$ cat config.mk
export PLATFORM = sky130hd
export DESIGN_NAME = data_mem_arbiter_flat
export DESIGN_NICKNAME = d
export VERILOG_FILES = /design/src/rtl/data_mem_arbiter_if.sv /design/src/rtl/data_mem_arbiter.sv /design/src/flat_wrapper.sv
export SDC_FILE = /design/constraint.sdc
export NUM_CORES = 1
export LEC_CHECK = 0
export ABC_AREA = 0
export CAP_MARGIN = 25
export CORE_UTILIZATION = 36
export DETAILED_ROUTE_END_ITERATION = 7
export GPL_TIMING_DRIVEN = 0
export PLACE_DENSITY_LB_ADDON = 0.05
export SLEW_MARGIN = 20
export SYNTH_ARGS = -nofsm -noshare
export SYNTH_HDL_FRONTEND = slang
export SYNTH_SLANG_ARGS = --single-unit
$ cat constraint.sdc
create_clock -name clk -period 1.7 [get_ports clk]
set_input_delay 0.425 -clock clk [delete_from_list [all_inputs] [get_ports clk]]
set_output_delay 0.425 -clock clk [all_outputs]
set_load 0.01 [all_outputs]
$ cat src/rtl/data_mem_arbiter_if.sv
// Request/response and memory-pin bundle between the two requesters, the arbiter and Data_memory.
// The slave modport is the arbiter's view; master is the requester/memory side.
interface data_mem_arbiter_if #(
  parameter int unsigned ADDR_W = 8,
  parameter int unsigned DATA_W = 8
);
  logic              req0_valid;
  logic              req0_ready;
  logic              req0_write;
  logic [ADDR_W-1:0] req0_addr;
  logic [DATA_W-1:0] req0_wdata;
  logic              rsp0_valid;

  logic              req1_valid;
  logic              req1_ready;
  logic              req1_write;
  logic [ADDR_W-1:0] req1_addr;
  logic [DATA_W-1:0] req1_wdata;
  logic              rsp1_valid;

  logic [DATA_W-1:0] rsp_rdata;

  logic              mem_write;
  logic [ADDR_W-1:0] mem_address;
  logic [DATA_W-1:0] mem_datain;
  logic [DATA_W-1:0] mem_dataout;

  modport slave (
    input  req0_valid, req0_write, req0_addr, req0_wdata,
    input  req1_valid, req1_write, req1_addr, req1_wdata,
    input  mem_dataout,
    output req0_ready, rsp0_valid, req1_ready, rsp1_valid, rsp_rdata,
    output mem_write, mem_address, mem_datain
  );

  modport master (
    output req0_valid, req0_write, req0_addr, req0_wdata,
    output req1_valid, req1_write, req1_addr, req1_wdata,
    output mem_dataout,
    input  req0_ready, rsp0_valid, req1_ready, rsp1_valid, rsp_rdata,
    input  mem_write, mem_address, mem_datain
  );
endinterface

$ cat src/rtl/data_mem_arbiter.sv
// Two-port arbiter/sequencer in front of the single-port Data_memory:
// grants one request in IDLE, runs a single ACCESS cycle, then pulses the owner's response.
module data_mem_arbiter #(
  parameter int unsigned ADDR_W     = 8,
  parameter int unsigned DATA_W     = 8,
  parameter int unsigned FIXED_PRIO = 0
) (
  input logic               clk,
  input logic               reset,
  data_mem_arbiter_if.slave bus
);

  typedef enum logic {
    IDLE   = 1'b0,
    ACCESS = 1'b1
  } state_t;

  state_t state;
  logic   wr_q;
  logic   owner_q;
  logic   last_grant_q;
  logic   gnt0;
  logic   gnt1;

  // Grant decision: a lone requester wins; ties go to the port that did not win last,
  // or always to port 0 in fixed-priority builds.
  always_comb begin
    gnt0 = 1'b0;
    gnt1 = 1'b0;
    if (state == IDLE) begin
      if (bus.req0_valid && bus.req1_valid) begin
        if (FIXED_PRIO != 0 || last_grant_q) begin
          gnt0 = 1'b1;
        end else begin
          gnt1 = 1'b1;
        end
      end else begin
        gnt0 = bus.req0_valid;
        gnt1 = bus.req1_valid;
      end
    end
  end

  assign bus.req0_ready = gnt0;
  assign bus.req1_ready = gnt1;

  // Reset in the ACCESS cycle must stop an in-flight write before the memory's negedge.
  assign bus.mem_write = (state == ACCESS) & wr_q & ~reset;

  always_ff @(posedge clk) begin
    if (reset) begin
      state           <= IDLE;
      wr_q            <= 1'b0;
      owner_q         <= 1'b0;
      last_grant_q    <= 1'b1;
      bus.rsp0_valid  <= 1'b0;
      bus.rsp1_valid  <= 1'b0;
      bus.rsp_rdata   <= DATA_W'(0);
      bus.mem_address <= ADDR_W'(0);
      bus.mem_datain  <= DATA_W'(0);
    end else begin
      bus.rsp0_valid <= 1'b0;
      bus.rsp1_valid <= 1'b0;
      case (state)
        IDLE: begin
          if (gnt0 || gnt1) begin
            state           <= ACCESS;
            owner_q         <= gnt1;
            last_grant_q    <= gnt1;
            wr_q            <= gnt1 ? bus.req1_write : bus.req0_write;
            bus.mem_address <= gnt1 ? bus.req1_addr  : bus.req0_addr;
            bus.mem_datain  <= gnt1 ? bus.req1_wdata : bus.req0_wdata;
          end
        end
        ACCESS: begin
          // Memory has presented the read data by this closing edge.
          if (!wr_q) begin
            bus.rsp_rdata <= bus.mem_dataout;
          end
          bus.rsp0_valid <= ~owner_q;
          bus.rsp1_valid <= owner_q;
          state          <= IDLE;
        end
        default: state <= IDLE;
      endcase
    end
  end

endmodule

$ cat src/flat_wrapper.sv
// flat-port wrapper written by rule: the top's interface ports become plain ports
module data_mem_arbiter_flat 
#(
  parameter int unsigned ADDR_W     = 8,
  parameter int unsigned DATA_W     = 8,
  parameter int unsigned FIXED_PRIO = 0
)
  (clk, reset, bus_req0_valid, bus_req0_write, bus_req0_addr, bus_req0_wdata, bus_req1_valid, bus_req1_write, bus_req1_addr, bus_req1_wdata, bus_mem_dataout, bus_req0_ready, bus_rsp0_valid, bus_req1_ready, bus_rsp1_valid, bus_rsp_rdata, bus_mem_write, bus_mem_address, bus_mem_datain);
  data_mem_arbiter_if #(.ADDR_W(ADDR_W), .DATA_W(DATA_W)) bus_i ();
  input logic clk;
  input logic reset;
  input wire logic [$bits(bus_i.req0_valid)-1:0] bus_req0_valid;
  input wire logic [$bits(bus_i.req0_write)-1:0] bus_req0_write;
  input wire logic [$bits(bus_i.req0_addr)-1:0] bus_req0_addr;
  input wire logic [$bits(bus_i.req0_wdata)-1:0] bus_req0_wdata;
  input wire logic [$bits(bus_i.req1_valid)-1:0] bus_req1_valid;
  input wire logic [$bits(bus_i.req1_write)-1:0] bus_req1_write;
  input wire logic [$bits(bus_i.req1_addr)-1:0] bus_req1_addr;
  input wire logic [$bits(bus_i.req1_wdata)-1:0] bus_req1_wdata;
  input wire logic [$bits(bus_i.mem_dataout)-1:0] bus_mem_dataout;
  output wire logic [$bits(bus_i.req0_ready)-1:0] bus_req0_ready;
  output wire logic [$bits(bus_i.rsp0_valid)-1:0] bus_rsp0_valid;
  output wire logic [$bits(bus_i.req1_ready)-1:0] bus_req1_ready;
  output wire logic [$bits(bus_i.rsp1_valid)-1:0] bus_rsp1_valid;
  output wire logic [$bits(bus_i.rsp_rdata)-1:0] bus_rsp_rdata;
  output wire logic [$bits(bus_i.mem_write)-1:0] bus_mem_write;
  output wire logic [$bits(bus_i.mem_address)-1:0] bus_mem_address;
  output wire logic [$bits(bus_i.mem_datain)-1:0] bus_mem_datain;
  assign bus_i.req0_valid = bus_req0_valid;
  assign bus_i.req0_write = bus_req0_write;
  assign bus_i.req0_addr = bus_req0_addr;
  assign bus_i.req0_wdata = bus_req0_wdata;
  assign bus_i.req1_valid = bus_req1_valid;
  assign bus_i.req1_write = bus_req1_write;
  assign bus_i.req1_addr = bus_req1_addr;
  assign bus_i.req1_wdata = bus_req1_wdata;
  assign bus_i.mem_dataout = bus_mem_dataout;
  assign bus_req0_ready = bus_i.req0_ready;
  assign bus_rsp0_valid = bus_i.rsp0_valid;
  assign bus_req1_ready = bus_i.req1_ready;
  assign bus_rsp1_valid = bus_i.rsp1_valid;
  assign bus_rsp_rdata = bus_i.rsp_rdata;
  assign bus_mem_write = bus_i.mem_write;
  assign bus_mem_address = bus_i.mem_address;
  assign bus_mem_datain = bus_i.mem_datain;
  data_mem_arbiter #(.ADDR_W(ADDR_W), .DATA_W(DATA_W), .FIXED_PRIO(FIXED_PRIO)) u_core (.clk(clk), .reset(reset), .bus(bus_i));
endmodule
==> results.sh, run 1 <==
export IMPL_outcome="finished clean"
export IMPL_yosys_area_top_type="dfxtp_1"
export IMPL_synth_top_flop_cell="dfxtp_1"
export IMPL_synth_seq_cells=30
export IMPL_power_switching_w=0.000417
export IMPL_setup_violations=0
export IMPL_hold_class="flip-flop to flip-flop"
export IMPL_ioPinCount=75
export IMPL_min_from="u_core.bus.mem_datain[5]$_SDFFE_PP0P_"
export IMPL_power_frac_comb_pct=26.6
export IMPL_ir_drop_uv=390
export IMPL_grt_pass1_vias=1129
export IMPL_max_freq_ghz=0.610
export IMPL_rows=20
export IMPL_skew_ns=0.00555
export IMPL_cp_end_kind="output pin"
export IMPL_r2r_start="u_core.state$_SDFF_PP0_"
export IMPL_cts_tree="built"
export IMPL_drt_iter0_drc=14
export IMPL_clk_latency_ns=0.32
export IMPL_worst_slew_pin_slew_ns=0.421
export IMPL_grt_usage_pct=17.8
export IMPL_postCtsHoldBufs=0
export IMPL_synth_top_area_share_pct=48.9
export IMPL_synth_common_cells="dfxtp_1 (30), mux2i_1 (25), o2bb2ai_1 (16)"
export IMPL_dieArea_um2=3650
export IMPL_async_flop_share_pct=0
export IMPL_grt_pass1_wl_mm=4.65
export IMPL_fin_tns_setup_ns=0
export IMPL_critPathKind="flip-flop to output pin"
export IMPL_place_area_um2=2020
export IMPL_powerDensity_nw_per_um2=741
export IMPL_synth_warnings=0
export IMPL_core_area_um2=3150
export IMPL_antenna_left=0
export IMPL_vias=1136
export IMPL_syn_inst=107
export IMPL_clock_root_buffer="clkbuf_4"
export IMPL_drt_wl_total_mm=3.11
export IMPL_antenna_found_initial=0
export IMPL_viasPerCell=4.69
export IMPL_fin_crit_ns=1.64
export IMPL_leakagePower_nw=1.02
export IMPL_die_h_um=60.4
export IMPL_clk_pin_slew_worst_paths_ns=0.09
export IMPL_startpoint_type="flip-flop"
export IMPL_syn_nets=153
export IMPL_grt_max_degree=11
export IMPL_fin_cells=242
export IMPL_start_util_pct=38.9
export IMPL_die_x_um=60.4
export IMPL_synth_most_common_cell="dfxtp_1"
export IMPL_syn_to_final_growth_pct=75.1
export IMPL_yosys_cell_types_count=21
export IMPL_postLayoutCoreUtil_pct=68.2
export IMPL_hpwl_mm=2.32
export IMPL_critPathRequiredTime_ns=1.27
export IMPL_final_cell_area_um2=2150
export IMPL_synth_area_top_cells="dfxtp_1 (49%), mux2i_1 (20%), o2bb2ai_1 (11%)"
export IMPL_grt_overflow_total=0
export IMPL_dr_pass1_iters=3
export IMPL_synth_edf_count=0
export IMPL_clock_sinks=30
export IMPL_drc=0
export IMPL_slew_headroom_pct=71.9
export IMPL_path_max_fanout=12
export IMPL_numCtsBuffers=5
export IMPL_synth_avg_cell_area_um2=11.5
export IMPL_hold_viol_final=0
export IMPL_cts_buffer_depth=2
export IMPL_arrival_ns=1.21
export IMPL_gp_congestion=0.686
export IMPL_numPlacedInstances=225
export IMPL_seqPwrFrac_pct=49.5
export IMPL_crit_start="u_core.state$_SDFF_PP0_"
export IMPL_post_drt_wl_per_cell_um=12.9
export IMPL_ys_seq_area_share_pct=48.9
export IMPL_htreeDepth=2
export IMPL_p_clk_share_pct=23.9
export IMPL_layout_drive_gt1_share_pct=16.2
export IMPL_p_int_w=0.00117
export IMPL_n_antenna_cell=0
export IMPL_swShare_pct=26.2
export IMPL_finalMaxSlewViolations=0
export IMPL_fin_crit_sh_pct=96.4
export IMPL_port_buffers=74
export IMPL_nets=244
export IMPL_syn_area_um2=1230
export IMPL_drv_cap=0
-- layer usage --
metal | up-vias | share of wire (%) | track usage (%)
li1 | 566 | - | -
met3 | 6 | 7.2 | 8.32
met2 | 41 | 51 | 32.7
met1 | 523 | 40 | 17.1
met4 | 0 | 1.4 | 6.98
met5 | - | 0 | 0
-- metrics by stage --
stage / hold slack (ns) / setup slack, ns / power (W)
floorplan: 0.403 / 0.256 / 0.000977
global placement: 0.423 / -0.824 / 0.00120
detailed placement: 0.434 / -0.851 / 0.00122
CTS: 0.461 / -0.174 / 0.00160
global route: 0.480 / -0.00914 / 0.00168
finish: 0.464 / 0.0608 / 0.00159
-- logic make-up (layout without fill, tap and decap cells) --
group           Yosys count  count (layout)  synth area share, %
mux                      25              25                 20.4
flops                    30              30                 48.9
simple gates             20              20                 8.87
compound gates           22              22                 15.2
buf+inv                  10             101                 6.63
-- power groups by stage --
stage	sequential [W]	combinational [W]	clock [W]
final	0.000787	0.000423	0.000381
after floorplan	0.000825	0.000152	0
after detailed placement	0.000804	0.000412	0
after CTS	0.000787	0.000416	0.000395
after global routing	0.000794	0.000455	0.000430
after global placement	0.000803	0.000402	0
-- state kept, by name, indices dropped and copies added, names as in the netlist --
name	count
u_core.bus.mem_address	8
u_core.bus.mem_datain	8
u_core.bus.rsp_rdata	8
u_core.bus.rsp0_valid	1
u_core.bus.rsp1_valid	1
u_core.last_grant_q	1
u_core.owner_q	1
u_core.state	1
u_core.wr_q	1
-- path summary, 6_finish.rpt --
kind	endpoint	slack, ns	cells past startpoint
worst max-delay path	bus_req1_ready	0.06	4
worst min-delay path	u_core.bus.mem_datain[5]$_SDFFE_PP0P_	0.46	1
worst min register to register	u_core.bus.mem_datain[5]$_SDFFE_PP0P_	0.46	1
worst max register to register	u_core.bus.mem_datain[0]$_SDFFE_PP0P_	0.35	5
-- cell usage in the layout (no fill, tap or decap) --
| cell type | count |
|---|---|
| buf_6 | 3 |
| a211oi_1 | 1 |
| buf_2 | 4 |
| o21ai_0 | 1 |
| mux2i_1 | 25 |
| nor2_1 | 12 |
| clkbuf_4 | 5 |
| clkdlybuf4s15_1 | 1 |
| nor2b_1 | 1 |
| a21o_4 | 1 |
| clkbuf_1 | 1 |
| o2bb2ai_1 | 16 |
| dfxtp_1 | 29 |
| or3_1 | 1 |
| a211o_1 | 1 |
| and3b_1 | 2 |
| nor2_2 | 1 |
| clkdlybuf4s50_1 | 62 |
| inv_1 | 2 |
| a21oi_1 | 1 |
| clkinv_2 | 2 |
| inv_4 | 1 |
| a21oi_2 | 1 |
| dlygate4sd2_1 | 3 |
| nor3b_1 | 1 |
| buf_4 | 11 |
| dfxtp_4 | 1 |
| dlymetal6s2s_1 | 6 |
| nand2b_4 | 2 |
-- worst max-delay path: stages (launching register included) --
cell	delay [ns]
dfxtp_4	0.36
nand2b_4	0.14
a21o_4	0.24
inv_4	0.06
buf_6	0.09
-- timing repair --
action,CTS,global route
gates resized for setup,16,11
buffers inserted,1,11
endpoints found under the setup margin,3,9
endpoints found under the hold margin,0,0
-- area by class of cell --
class / instances / area [um2]
clock buffers: 5 / 37.5
flip-flops and latches: 30 / 604
fillers: 279 / 1000
multi-input cells: 67 / 557
clock inverters: 2 / 10.0
plain buffers: 5 / 30.0
inverters: 3 / 13.8
well taps: 44 / 55.1
repair buffers: 86 / 842
(Power assumes the default switching activity.)
==> run 2: changes to the inputs <==
Settings changed: CORE_ASPECT_RATIO set to 0.6, TNS_END_PERCENT set to 30.
==> run 2 against run 1 <==
Effect of this change: die area up 0.21%; sequential share of layout area down 0.20 points; cell count down 3.3%; count of clock-buffer cells in the layout grew 1; setup slack worse by 0.018 ns; cell area is 0.70% higher; largest cell class unchanged; highest routed layer unchanged.
==> results.sh, run 2 (synthesis results as in run 1) <==
export IMPL_ioPinCount=75
export IMPL_post_drt_wl_per_cell_um=13.5
export IMPL_multiInputGateArea_um2=546
export IMPL_grt_pass1_wl_mm=4.91
export IMPL_hold_class="flip-flop to flip-flop"
export IMPL_dr_pass1_iters=2
export IMPL_final_cell_mix="clkdlybuf4s50_1 (68), dfxtp_1 (29), mux2i_1 (25), o2bb2ai_1 (16), nor2_1 (12)"
export IMPL_worst_slew_pin_slew_ns=0.471
export IMPL_clock_sinks=30
export IMPL_grt_pass1_vias=1012
export IMPL_clk_pin_slew_worst_paths_ns=0.07
export IMPL_slowest_delay_ns=0.27
export IMPL_fillers=235
export IMPL_slew_headroom_pct=68.6
export IMPL_fin_crit_ns=1.66
export IMPL_htreeDepth=2
export IMPL_start_util_pct=40.1
export IMPL_port_buffers=74
export IMPL_holdPathEnd="u_core.bus.rsp0_valid$_SDFF_PP0_"
export IMPL_drt_iter0_drc=37
export IMPL_r2r_slack_ns=0.29
export IMPL_layout_drive_gt1_share_pct=12.0
export IMPL_hold_viol_final=0
export IMPL_leakagePower_nw=0.931
export IMPL_max_freq_ghz=0.603
export IMPL_arrival_ns=1.23
export IMPL_r2r_start="u_core.state$_SDFF_PP0_"
export IMPL_grt_usage_pct=18.7
export IMPL_outcome="finished clean"
export IMPL_die_h_um=47.2
export IMPL_vias=1090
export IMPL_die_x_um=77.4
export IMPL_drc=0
export IMPL_clock_root_buffer="clkbuf_8"
export IMPL_gp_congestion=0.716
export IMPL_power_frac_comb_pct=19.4
export IMPL_crit_path_top_delay_cell="clkdlybuf4s15_1"
export IMPL_finalMaxSlewViolations=0
export IMPL_cts_tree="built"
export IMPL_p_int_w=0.00164
export IMPL_path_max_fanout=7
export IMPL_ir_drop_uv=470
export IMPL_cp_end_kind="output pin"
export IMPL_viasPerCell=4.66
export IMPL_min_from="u_core.owner_q$_SDFFE_PP0P_"
export IMPL_swShare_pct=21.9
export IMPL_syn_to_final_growth_pct=76.4
export IMPL_powerDensity_nw_per_um2=969
export IMPL_rows=15
export IMPL_nets=237
export IMPL_final_common_cell="clkdlybuf4s50_1"
export IMPL_total_power_w=0.00210
export IMPL_reg_top3="u_core.bus.mem_address (8), u_core.bus.mem_datain (8), u_core.bus.rsp_rdata (8)"
export IMPL_dieArea_um2=3650
export IMPL_seqPwrFrac_pct=37.7
export IMPL_clk_latency_ns=0.28
export IMPL_drv_cap=0
export IMPL_p_clk_share_pct=43.0
export IMPL_critPathKind="input port to output pin"
export IMPL_numCtsBuffers=5
export IMPL_fin_crit_sh_pct=97.5
export IMPL_grt_overflow_total=0
export IMPL_antenna_found_initial=0
export IMPL_seqCellArea_um2=604
export IMPL_startpoint_type="input port"
export IMPL_n_antenna_cell=0
export IMPL_rr_endpoint="u_core.bus.mem_datain[2]$_SDFFE_PP0P_"
export IMPL_drt_wl_total_mm=3.15
export IMPL_setup_violations=0
export IMPL_hpwl_mm=2.40
export IMPL_min_path_cells=1
export IMPL_crit_family="buffers and inverters"
export IMPL_critPathRequiredTime_ns=1.27
export IMPL_power_switching_w=0.000459
export IMPL_cts_buffer_depth=2
export IMPL_critPathBufInv=2
export IMPL_grt_max_degree=11
export IMPL_rsz0062_at_grt="false"
export IMPL_whs_ns=0.464
export IMPL_rr_worst_depth=5
export IMPL_postCtsHoldBufs=0
export IMPL_antenna_left=0
export IMPL_cp_cell_sequence="clkdlybuf4s15_1 -> and3b_1 -> dlygate4sd2_1"
export IMPL_core_area_um2=3060
export IMPL_skew_ns=0.00308
[run 2: worst max path at each step]
| stage | startpoint | endpoint | slack (ns) | depth (start not counted) |
|---|---|---|---|---|
| after global routing | reset | bus_mem_write | 0.003 | 3 |
| final | reset | bus_mem_write | 0.04 | 3 |
| after detailed placement | bus_req1_valid | bus_req1_ready | -0.82 | 7 |
| after CTS | u_core.state$_SDFF_PP0_ | bus_req1_ready | -0.06 | 5 |
| after floorplan | u_core.state$_SDFF_PP0_ | bus_req1_ready | 0.26 | 5 |
| after global placement | bus_req1_valid | bus_req1_ready | -0.82 | 7 |
[run 2: final cells by class]
cell class	instances	area share, %
Inverter	3	0.636
Sequential cell	30	27.9
Timing Repair Buffer	79	35.8
Buffer	5	1.39
Tap cell	42	2.43
Clock buffer	6	3.82
Multi-Input combinational cell	67	25.2
Clock inverter	2	2.77
[run 2: what timing repair did]
| item | 4_1_cts | 5_1_grt |
|---|---|---|
| endpoints found under the setup margin | 13 | 2 |
| resized for setup | 15 | 1 |
| pin swaps | 0 | 0 |
| buffers inserted | 1 | 4 |
[run 2: per-stage QoR]
stage               instance area, um2  utilization, %  setup WS (ns)  instances  setup TNS (ns)
floorplan                         1230               -          0.256        107               0
global placement                  2020            66.1         -0.817        223           -4.88
detailed placement                2020            66.1         -0.824        223           -5.24
CTS                               2150            70.4        -0.0633        231         -0.0633
global route                      2160            70.8        0.00267        234               0
finish                            2160            70.8         0.0424        234               0
[run 2: power by group through the flow]
stage	Sequential [W]	Clock, W	Combinational, W
final	0.000790	0.000901	0.000406
after global placement	0.000803	0	0.000403
after floorplan	0.000825	0	0.000152
after global routing	0.000796	0.000945	0.000437
after CTS	0.000790	0.000913	0.000407
after detailed placement	0.000806	0	0.000412
[run 2: layer usage]
layer	track usage, %	part of all wire [%]	routed length [um]
met1	22.9	46	1450
met2	30.1	45	1430
met3	6.99	7.0	220
met4	9.06	1.5	48
met5	0	0	0
